**src/rtl/keypad_scanner.sv**
```systemverilog
// 4x4 active-low matrix keypad scanner with debounce and a 4-digit BCD entry register.
// One pulse per accepted key; digits feed the display multiplexer directly.
module keypad_scanner #(
    parameter int SCAN_DIV       = 50000,
    parameter int DEBOUNCE_SCANS = 4
) (
    input  logic        clk,
    input  logic        rst,
    input  logic [3:0]  col_n,
    output logic [3:0]  row_n,
    output logic        key_valid,
    output logic [3:0]  key_code,
    output logic [15:0] digits
);
    localparam int DIV_W = (SCAN_DIV > 1) ? $clog2(SCAN_DIV) : 1;
    localparam int CNT_W = $clog2(DEBOUNCE_SCANS + 1);
    localparam logic [DIV_W-1:0] DIV_LAST = DIV_W'(SCAN_DIV - 1);
    localparam logic [CNT_W-1:0] CNT_LAST = CNT_W'(DEBOUNCE_SCANS);

    typedef enum logic [1:0] {IDLE, DEBOUNCE, PRESSED, RELEASE} state_t;

    state_t             state_q, state_d;
    logic [DIV_W-1:0]   div_q, div_d;
    logic [1:0]         row_q, row_d;
    logic [3:0]         sync1_q, sync1_d, sync2_q, sync2_d;
    logic               found_q, found_d;
    logic [3:0]         found_code_q, found_code_d;
    logic [3:0]         cand_q, cand_d;
    logic [CNT_W-1:0]   cnt_q, cnt_d;
    logic               key_valid_q, key_valid_d;
    logic [3:0]         key_code_q, key_code_d;
    logic [15:0]        digits_q, digits_d;

    logic               tick, scan_end, hit, scan_key, accept;
    logic [1:0]         col_idx;
    logic [3:0]         scan_code, acc_code;
    logic [CNT_W-1:0]   cnt_inc;

    always_comb begin
        tick     = (div_q == DIV_LAST);
        scan_end = tick && (row_q == 2'd3);
        div_d    = tick ? '0 : div_q + DIV_W'(1);
        row_d    = tick ? row_q + 2'd1 : row_q;
        sync1_d  = col_n;
        sync2_d  = sync1_q;
        row_n    = ~(4'b0001 << row_q);

        // Lowest low column wins within a row
        hit     = (sync2_q != 4'hF);
        col_idx = 2'd0;
        if (!sync2_q[0])      col_idx = 2'd0;
        else if (!sync2_q[1]) col_idx = 2'd1;
        else if (!sync2_q[2]) col_idx = 2'd2;
        else if (!sync2_q[3]) col_idx = 2'd3;

        // Earliest row in the scan wins; found_q carries rows 0..2 into the row-3 tick
        found_d      = found_q;
        found_code_d = found_code_q;
        if (tick && !found_q && hit) begin
            found_d      = 1'b1;
            found_code_d = {row_q, col_idx};
        end
        if (scan_end) found_d = 1'b0;
        scan_key  = found_q || hit;
        scan_code = found_q ? found_code_q : {row_q, col_idx};
    end

    always_comb begin
        state_d  = state_q;
        cand_d   = cand_q;
        cnt_d    = cnt_q;
        accept   = 1'b0;
        acc_code = cand_q;
        cnt_inc  = cnt_q + CNT_W'(1);
        if (scan_end) begin
            case (state_q)
                IDLE: begin
                    if (scan_key) begin
                        cand_d = scan_code;
                        if (DEBOUNCE_SCANS == 1) begin
                            accept   = 1'b1;
                            acc_code = scan_code;
                            cnt_d    = '0;
                            state_d  = PRESSED;
                        end else begin
                            cnt_d   = CNT_W'(1);
                            state_d = DEBOUNCE;
                        end
                    end
                end
                DEBOUNCE: begin
                    if (!scan_key) begin
                        cnt_d   = '0;
                        state_d = IDLE;
                    end else if (scan_code != cand_q) begin
                        cand_d = scan_code;
                        cnt_d  = CNT_W'(1);
                    end else if (cnt_inc == CNT_LAST) begin
                        accept  = 1'b1;
                        cnt_d   = '0;
                        state_d = PRESSED;
                    end else begin
                        cnt_d = cnt_inc;
                    end
                end
                PRESSED: begin
                    if (!scan_key) begin
                        if (DEBOUNCE_SCANS == 1) begin
                            cnt_d   = '0;
                            state_d = IDLE;
                        end else begin
                            cnt_d   = CNT_W'(1);
                            state_d = RELEASE;
                        end
                    end
                end
                RELEASE: begin
                    if (scan_key) begin
                        cnt_d   = '0;
                        state_d = PRESSED;
                    end else if (cnt_inc >= CNT_LAST) begin
                        cnt_d   = '0;
                        state_d = IDLE;
                    end else begin
                        cnt_d = cnt_inc;
                    end
                end
                default: state_d = IDLE;
            endcase
        end

        key_valid_d = accept;
        key_code_d  = accept ? acc_code : key_code_q;
        digits_d    = digits_q;
        if (accept) begin
            if (acc_code <= 4'd9)       digits_d = {digits_q[11:0], acc_code};
            else if (acc_code == 4'hA)  digits_d = 16'h0000;
            else if (acc_code == 4'hB)  digits_d = {4'h0, digits_q[15:4]};
        end
    end

    always_ff @(posedge clk or posedge rst) begin
        if (rst) begin
            state_q      <= IDLE;
            div_q        <= '0;
            row_q        <= 2'd0;
            sync1_q      <= 4'hF;
            sync2_q      <= 4'hF;
            found_q      <= 1'b0;
            found_code_q <= 4'h0;
            cand_q       <= 4'h0;
            cnt_q        <= '0;
            key_valid_q  <= 1'b0;
            key_code_q   <= 4'h0;
            digits_q     <= 16'h0000;
        end else begin
            state_q      <= state_d;
            div_q        <= div_d;
            row_q        <= row_d;
            sync1_q      <= sync1_d;
            sync2_q      <= sync2_d;
            found_q      <= found_d;
            found_code_q <= found_code_d;
            cand_q       <= cand_d;
            cnt_q        <= cnt_d;
            key_valid_q  <= key_valid_d;
            key_code_q   <= key_code_d;
            digits_q     <= digits_d;
        end
    end

    assign key_valid = key_valid_q;
    assign key_code  = key_code_q;
    assign digits    = digits_q;
endmodule

```
**config.mk**
```make
export PLATFORM = sky130hd
export DESIGN_NAME = keypad_scanner
export DESIGN_NICKNAME = d
export VERILOG_FILES = /design/src/rtl/keypad_scanner.sv
export SDC_FILE = /design/constraint.sdc
export NUM_CORES = 1
export LEC_CHECK = 0
export CORE_MARGIN = 4
export CORE_UTILIZATION = 44
export CTS_CLUSTER_SIZE = 10
export DETAILED_ROUTE_END_ITERATION = 16
export SLEW_MARGIN = 20
export SYNTH_ARGS = -nofsm -noshare
export SYNTH_HDL_FRONTEND = slang
export SYNTH_SLANG_ARGS = --single-unit
```
**constraint.sdc**
```tcl
create_clock -name clk -period 2.7 [get_ports clk]
set_input_delay 0.54 -clock clk [delete_from_list [all_inputs] [get_ports clk]]
set_output_delay 0.54 -clock clk [all_outputs]
set_load 0.01 [all_outputs]
```
==> results of run 1 <==
-- layout make-up --
type | count | area [um2]
Fill cell | 619 | 2980
Sequential cell | 61 | 1540
Multi-Input combinational cell | 196 | 1460
Timing Repair Buffer | 51 | 470
Clock buffer | 10 | 128
Tap cell | 96 | 120
Inverter | 19 | 71.3
Clock inverter | 6 | 63.8
-- routing by layer --
layer / GRT usage (%) / up-vias / share of wire [%]
met5: 0 / - / 0
met4: 6.31 / 0 / 1.6
met3: 3.86 / 10 / 3.9
met2: 24.3 / 44 / 46
met1: 21.9 / 1111 / 49
li1: - / 1136 / -
-- layout by cell type, fill, tap and decap left out, types with 9 or more instances in the layout --
cell,count
clkdlybuf4s50_1,30
xnor2_1,10
inv_1,18
nor2_1,15
nand3_1,14
mux2_2,12
clkbuf_8,9
nand2_1,26
mux2i_1,10
dfrtp_1,53
buf_4,20
o21ai_0,15
a22o_1,10
-- Yosys cell counts (2+ instances only) --
cell type,n
o21ai_0,15
nand4b_1,2
dfrtp_1,53
nand4_1,6
dfstp_2,8
inv_1,19
and3_1,6
a41oi_1,2
a22o_1,10
and2_1,3
or4b_1,2
a21oi_1,7
ha_1,8
or4bb_1,2
nor2b_1,2
nand3_1,14
a31oi_1,4
mux2i_1,10
xnor2_1,10
mux2_2,12
nor4_1,5
nor3_1,2
xor2_1,7
clkbuf_1,9
nor2_1,15
mux2_4,5
nand2_1,26
-- sequential cells by signal (all words and copies together) (netlist names), named ones only --
register,flops
found_q,1
sync1_q,4
acc_code,4
sync2_q,4
row_q,2
key_valid,1
cnt_q,3
key_code,4
div_q,16
found_code_q,4
digits,16
state_q,1
-- worst reg2reg max path, delay by kind of cell, from the launching register on --
| family | cells | cell delay (ns) |
|---|---|---|
| DFF | 1 | 0.37 |
| muxes | 1 | 0.40 |
| and+or+nand+nor | 4 | 1.66 |
-- path summary, 6_finish.rpt --
kind / to / startpoint / slack (ns) / cells after the start
max: digits[6]$_DFFE_PP0P_ / div_q[5]$_DFF_PP0_ / 0.14 / 5
min: sync2_q[2]$_DFF_PP1_ / sync1_q[2]$_DFF_PP1_ / 0.36 / 0
max reg2reg: digits[6]$_DFFE_PP0P_ / div_q[5]$_DFF_PP0_ / 0.14 / 5
min reg2reg: sync2_q[2]$_DFF_PP1_ / sync1_q[2]$_DFF_PP1_ / 0.36 / 0
max in group asynchronous: sync2_q[1]$_DFF_PP1_ / rst / 1.55 / 3
min in group asynchronous: row_q[1]$_DFFE_PP0N_ / rst / 0.54 / 2
-- where the power goes --
part / internal (mW) / leakage (nW) / switching (mW) / total [mW]
registers: 0.925 / 0.810 / 0.00358 / 0.928
clock network: 0.424 / 0.0923 / 0.362 / 0.787
logic: 0.0191 / 0.776 / 0.0323 / 0.0515
total: 1.37 / 1.68 / 0.398 / 1.77
-- kinds of logic (layout without fill, tap and decap cells) --
| group | Yosys count | in the layout | synth area share [%] |
|---|---|---|---|
| buffers and inverters | 29 | 86 | 3.75 |
| AO/OA/AOI/OAI | 48 | 48 | 10.9 |
| AND/OR/NAND/NOR | 96 | 96 | 17.9 |
| multiplexers | 27 | 27 | 9.99 |
| adder cells (fa/ha/maj) | 8 | 8 | 3.22 |
| XOR/XNOR | 17 | 17 | 4.79 |
| flip-flops | 61 | 61 | 49.5 |
==> flow_metrics.tcl, run 1 <==
set metrics [dict create \
    cts.sinks 61 \
    avgSynthCellArea_um2 10.9 \
    min_period_ns 2.56 \
    p_leak_nw 1.68 \
    diodes 0 \
    grt_max_degree 41 \
    syn_area_mm2 0.00311 \
    final_net_count 352 \
    hold_buffers 0 \
    async_flop_share_pct 100 \
    cp-start-kind "flip-flop" \
    timing.final.ws_setup_ns 0.144 \
    ir_worst_vdd_mv 0.249 \
    critPathBufInv 0 \
    ys_seq_elements 61 \
    drive_gt1_share_pct 20.1 \
    vias 2301 \
    synth_cells 286 \
    placed_cell_area_mm2 0.00366 \
    ant_nets 0 \
    synth_top_cell_by_area "dfrtp_1" \
    drc 0 \
    yosys-top-cells-area "dfrtp_1 43%, dfstp_2 6.8%, mux2_2 4.4%, ha_1 3.2%, mux2i_1 3.2%" \
    start_util_pct 45.5 \
    tightest_slew_ns 0.709 \
    rsz0062_at_grt "no" \
    grt_pass1_vias 2269 \
    slowest_stage "or4b_1" \
    drv_slew 0 \
    pre_cts_ws_ns 0.145 \
    powerDensity_mw_per_mm2 459 \
    grt_first_pass_wirelength_mm 10.8 \
    worstSkewPairLatency_ns 0.34 \
    die_h_um 92.0 \
    gr-usage-all-layers_pct 16.0 \
    worst_ep_required_time_ns 2.92 \
    finalHoldViolCount 0 \
    gp_congestion 0.824 \
    dp_cells 423 \
    die_width_um 92.0 \
    ioPinCount 31 \
    cts_resized 0 \
    critical-path-top-delay-family "simple AND/OR/NAND/NOR gates" \
    maxCapViolations 0 \
    synth_edf_count 0 \
    dr.pass1.iters 4 \
    htreeDepth 3 \
    p_total_mw 1.77 \
    cpPeakStageDelay_ns 0.55 \
    port_buffers 30 \
    max_freq_mhz 391 \
    drtIter0Drc 89 \
    place_hpwl_mm 4.66 \
    die_area_mm2 0.00847 \
    wl_mm 6.28 \
    core_mm2 0.00683 \
    grt-ovfl-total 0 \
    slew_headroom_pct 52.6 \
    ys_seq_area_share_pct 49.5 \
    critPathKind "reg -> reg" \
    yosysWarnings 0 \
    endpoint_kind "flip-flop" \
    area_delta_synth_final_pct 23.9 \
    syn-num-nets 300 \
    antenna_found_initial 0 \
    fin_tns_setup_ns 0 \
    final.period_utilization_pct 94.6 \
    hp-class "reg -> reg" \
    cts_setup_buffers 0 \
    yosysTopAreaCellShare_pct 42.7 \
    cts_tree "yes" \
    synth_cell_type_count 49 \
    cp_cell_sequence "or4b_1 > or3_4 > nor4_4 > nand4_4 > mux2_4" \
    stdcell_count 439 \
    cts_buffers 9 \
    root_buffer "clkbuf_8" \
    final_cell_area_mm2 0.00385 \
    status "complete, no violations" \
    whs_ns 0.357 \
    path_clk_slew_ns 0.07 \
    path_max_fanout 15 \
    yosys_most_used_dff "dfrtp_1" \
    vias_per_cell 5.24 \
    clock_tree.buffer_depth 2 \
    critPathArrivalTime_ns 2.78 \
    fin_util_pct 56.3 \
    rows 30 \
    fin_skew_ns 0.00546 \
    setup_violations 0 \
    wl_per_cell_um 14.3 \
]
(Power assumes the default switching activity.)
==> inputs of run 2 (changes only) <==
Settings changed: ABC_CLOCK_PERIOD_IN_PS from default to 2700, PLACE_DENSITY from default to 0.72.
==> flow_metrics.tcl, run 2 (synthesis results as in run 1) <==
set metrics [dict create \
    cts.sinks 61 \
    final.period_utilization_pct 93.3 \
    final_net_count 339 \
    finalHoldViolCount 0 \
    reg2reg_from "div_q[10]$_DFF_PP0_" \
    whs_ns 0.356 \
    p_total_mw 1.87 \
    endpoint_kind "flip-flop" \
    ir_worst_vdd_mv 0.403 \
    maxCapViolations 0 \
    diodes 0 \
    min_from "sync1_q[1]$_DFF_PP1_" \
    vias_per_cell 5.40 \
    min_period_ns 2.52 \
    drtIter0Drc 173 \
    fin_util_pct 55.5 \
    ant_nets 0 \
    p_leak_nw 1.64 \
    fin_skew_ns 0.0115 \
    place_hpwl_mm 4.35 \
    die_area_mm2 0.00847 \
    max_freq_mhz 397 \
    critPathBufInv 0 \
    grt_pass1_vias 2190 \
    drv_slew 0 \
    slew_headroom_pct 52.7 \
    cpPeakStageDelay_ns 0.75 \
    timing.final.ws_setup_ns 0.181 \
    wl_mm 6.28 \
    path_clk_slew_ns 0.07 \
    gr-usage-all-layers_pct 16.1 \
    cts_tree "yes" \
    rsz0062_at_grt "no" \
    top_layer "met4" \
    grt_first_pass_wirelength_mm 10.8 \
    setup_violations 0 \
    vias 2299 \
    final_cell_mix "53 x dfrtp_1, 30 x clkdlybuf4s50_1, 26 x nand2_1" \
    drc 0 \
    clock_tree.buffer_depth 2 \
    worstSkewPairLatency_ns 0.35 \
    dp_cells 409 \
    path_max_fanout 4 \
    final_common_cell "dfrtp_1" \
    hp-class "reg -> reg" \
    grt_max_degree 62 \
    area_delta_synth_final_pct 22.1 \
    die_width_um 92.0 \
    root_buffer "clkbuf_8" \
    die_h_um 92.0 \
    start_util_pct 45.5 \
    ioPinCount 31 \
    status "complete, no violations" \
    worst_ep_required_time_ns 2.97 \
    met3_length_um 296 \
    critPathArrivalTime_ns 2.79 \
    slowest_stage "or4b_2" \
    stdcell_count 426 \
    crit_start "div_q[10]$_DFF_PP0_" \
    critPathKind "reg -> reg" \
    cp-start-kind "flip-flop" \
    fin_tns_setup_ns 0 \
    final_cell_area_mm2 0.00379 \
    grt-ovfl-total 0 \
    powerDensity_mw_per_mm2 492 \
    wl_met1_mm 3.05 \
    critical-path-top-delay-family "simple AND/OR/NAND/NOR gates" \
    pre_cts_ws_ns 0.0739 \
    rows 30 \
    placed_cell_area_mm2 0.00355 \
    cp_cell_sequence "or4b_2 > nor4_1 > or3b_1 > a31oi_1 > mux2i_1" \
    gp_congestion 0.799 \
    cts_buffers 9 \
    port_buffers 30 \
    wl_met2_mm 2.83 \
    htreeDepth 3 \
    dr.pass1.iters 4 \
    wl_per_cell_um 14.8 \
    core_mm2 0.00683 \
    hold_buffers 0 \
    antenna_found_initial 0 \
    drive_gt1_share_pct 17.3 \
    tightest_slew_ns 0.704 \
]
==> run 2: cell types whose count changed in the layout (fill, tap and decap cells not counted), sizes merged <==
| cell | previous run | this run |
|---|---|---|
| inv | 19 | 20 |
| bufinv | 1 | 2 |
| clkinv | 3 | 2 |
| clkinvlp | 2 | 1 |
| buf | 21 | 8 |
==> run 2: layout make-up <==
cell class | instances | area [um2]
clock buffers | 10 | 128
clock inverters | 6 | 86.3
fillers | 614 | 3040
inverters | 19 | 71.3
multi-input cells | 196 | 1470
flip-flops and latches | 61 | 1540
well taps | 96 | 120
repair buffers | 38 | 385
==> run 2: final timing paths <==
path / to / depth (start not counted) / slack (ns)
min in group asynchronous: digits[9]$_DFFE_PP0P_ / 3 / 0.57
max reg2reg: acc_code[2]$_DFFE_PP0P_ / 5 / 0.18
min reg2reg: sync2_q[1]$_DFF_PP1_ / 0 / 0.36
max: acc_code[2]$_DFFE_PP0P_ / 5 / 0.18
max in group asynchronous: sync1_q[0]$_DFF_PP1_ / 3 / 1.83
min: sync2_q[1]$_DFF_PP1_ / 0 / 0.36
==> run 2: worst register-to-register path: stages, from the launching register on <==
cell     delay (ns)
dfrtp_1        0.41
or4b_2         0.75
nor4_1         0.30
or3b_1         0.46
a31oi_1        0.31
mux2i_1        0.22
==> run 2: report_power, final <==
group	internal [mW]	leakage, nW	switching (mW)
Combinational	0.0183	0.718	0.0320
Clock	0.520	0.107	0.369
Sequential	0.925	0.810	0.00346
Total	1.46	1.64	0.405
==> run 2: repair_timing <==
item                       CTS  global route
setup endpoints to repair    0            13
setup buffers                0             1
gates resized for setup      0             1
==> run 2: routing by layer <==
metal	vias up	GRT usage, %
met4	0	6.56
met1	1134	21.9
met5	-	0
li1	1106	-
met2	47	23.4
met3	12	5.33
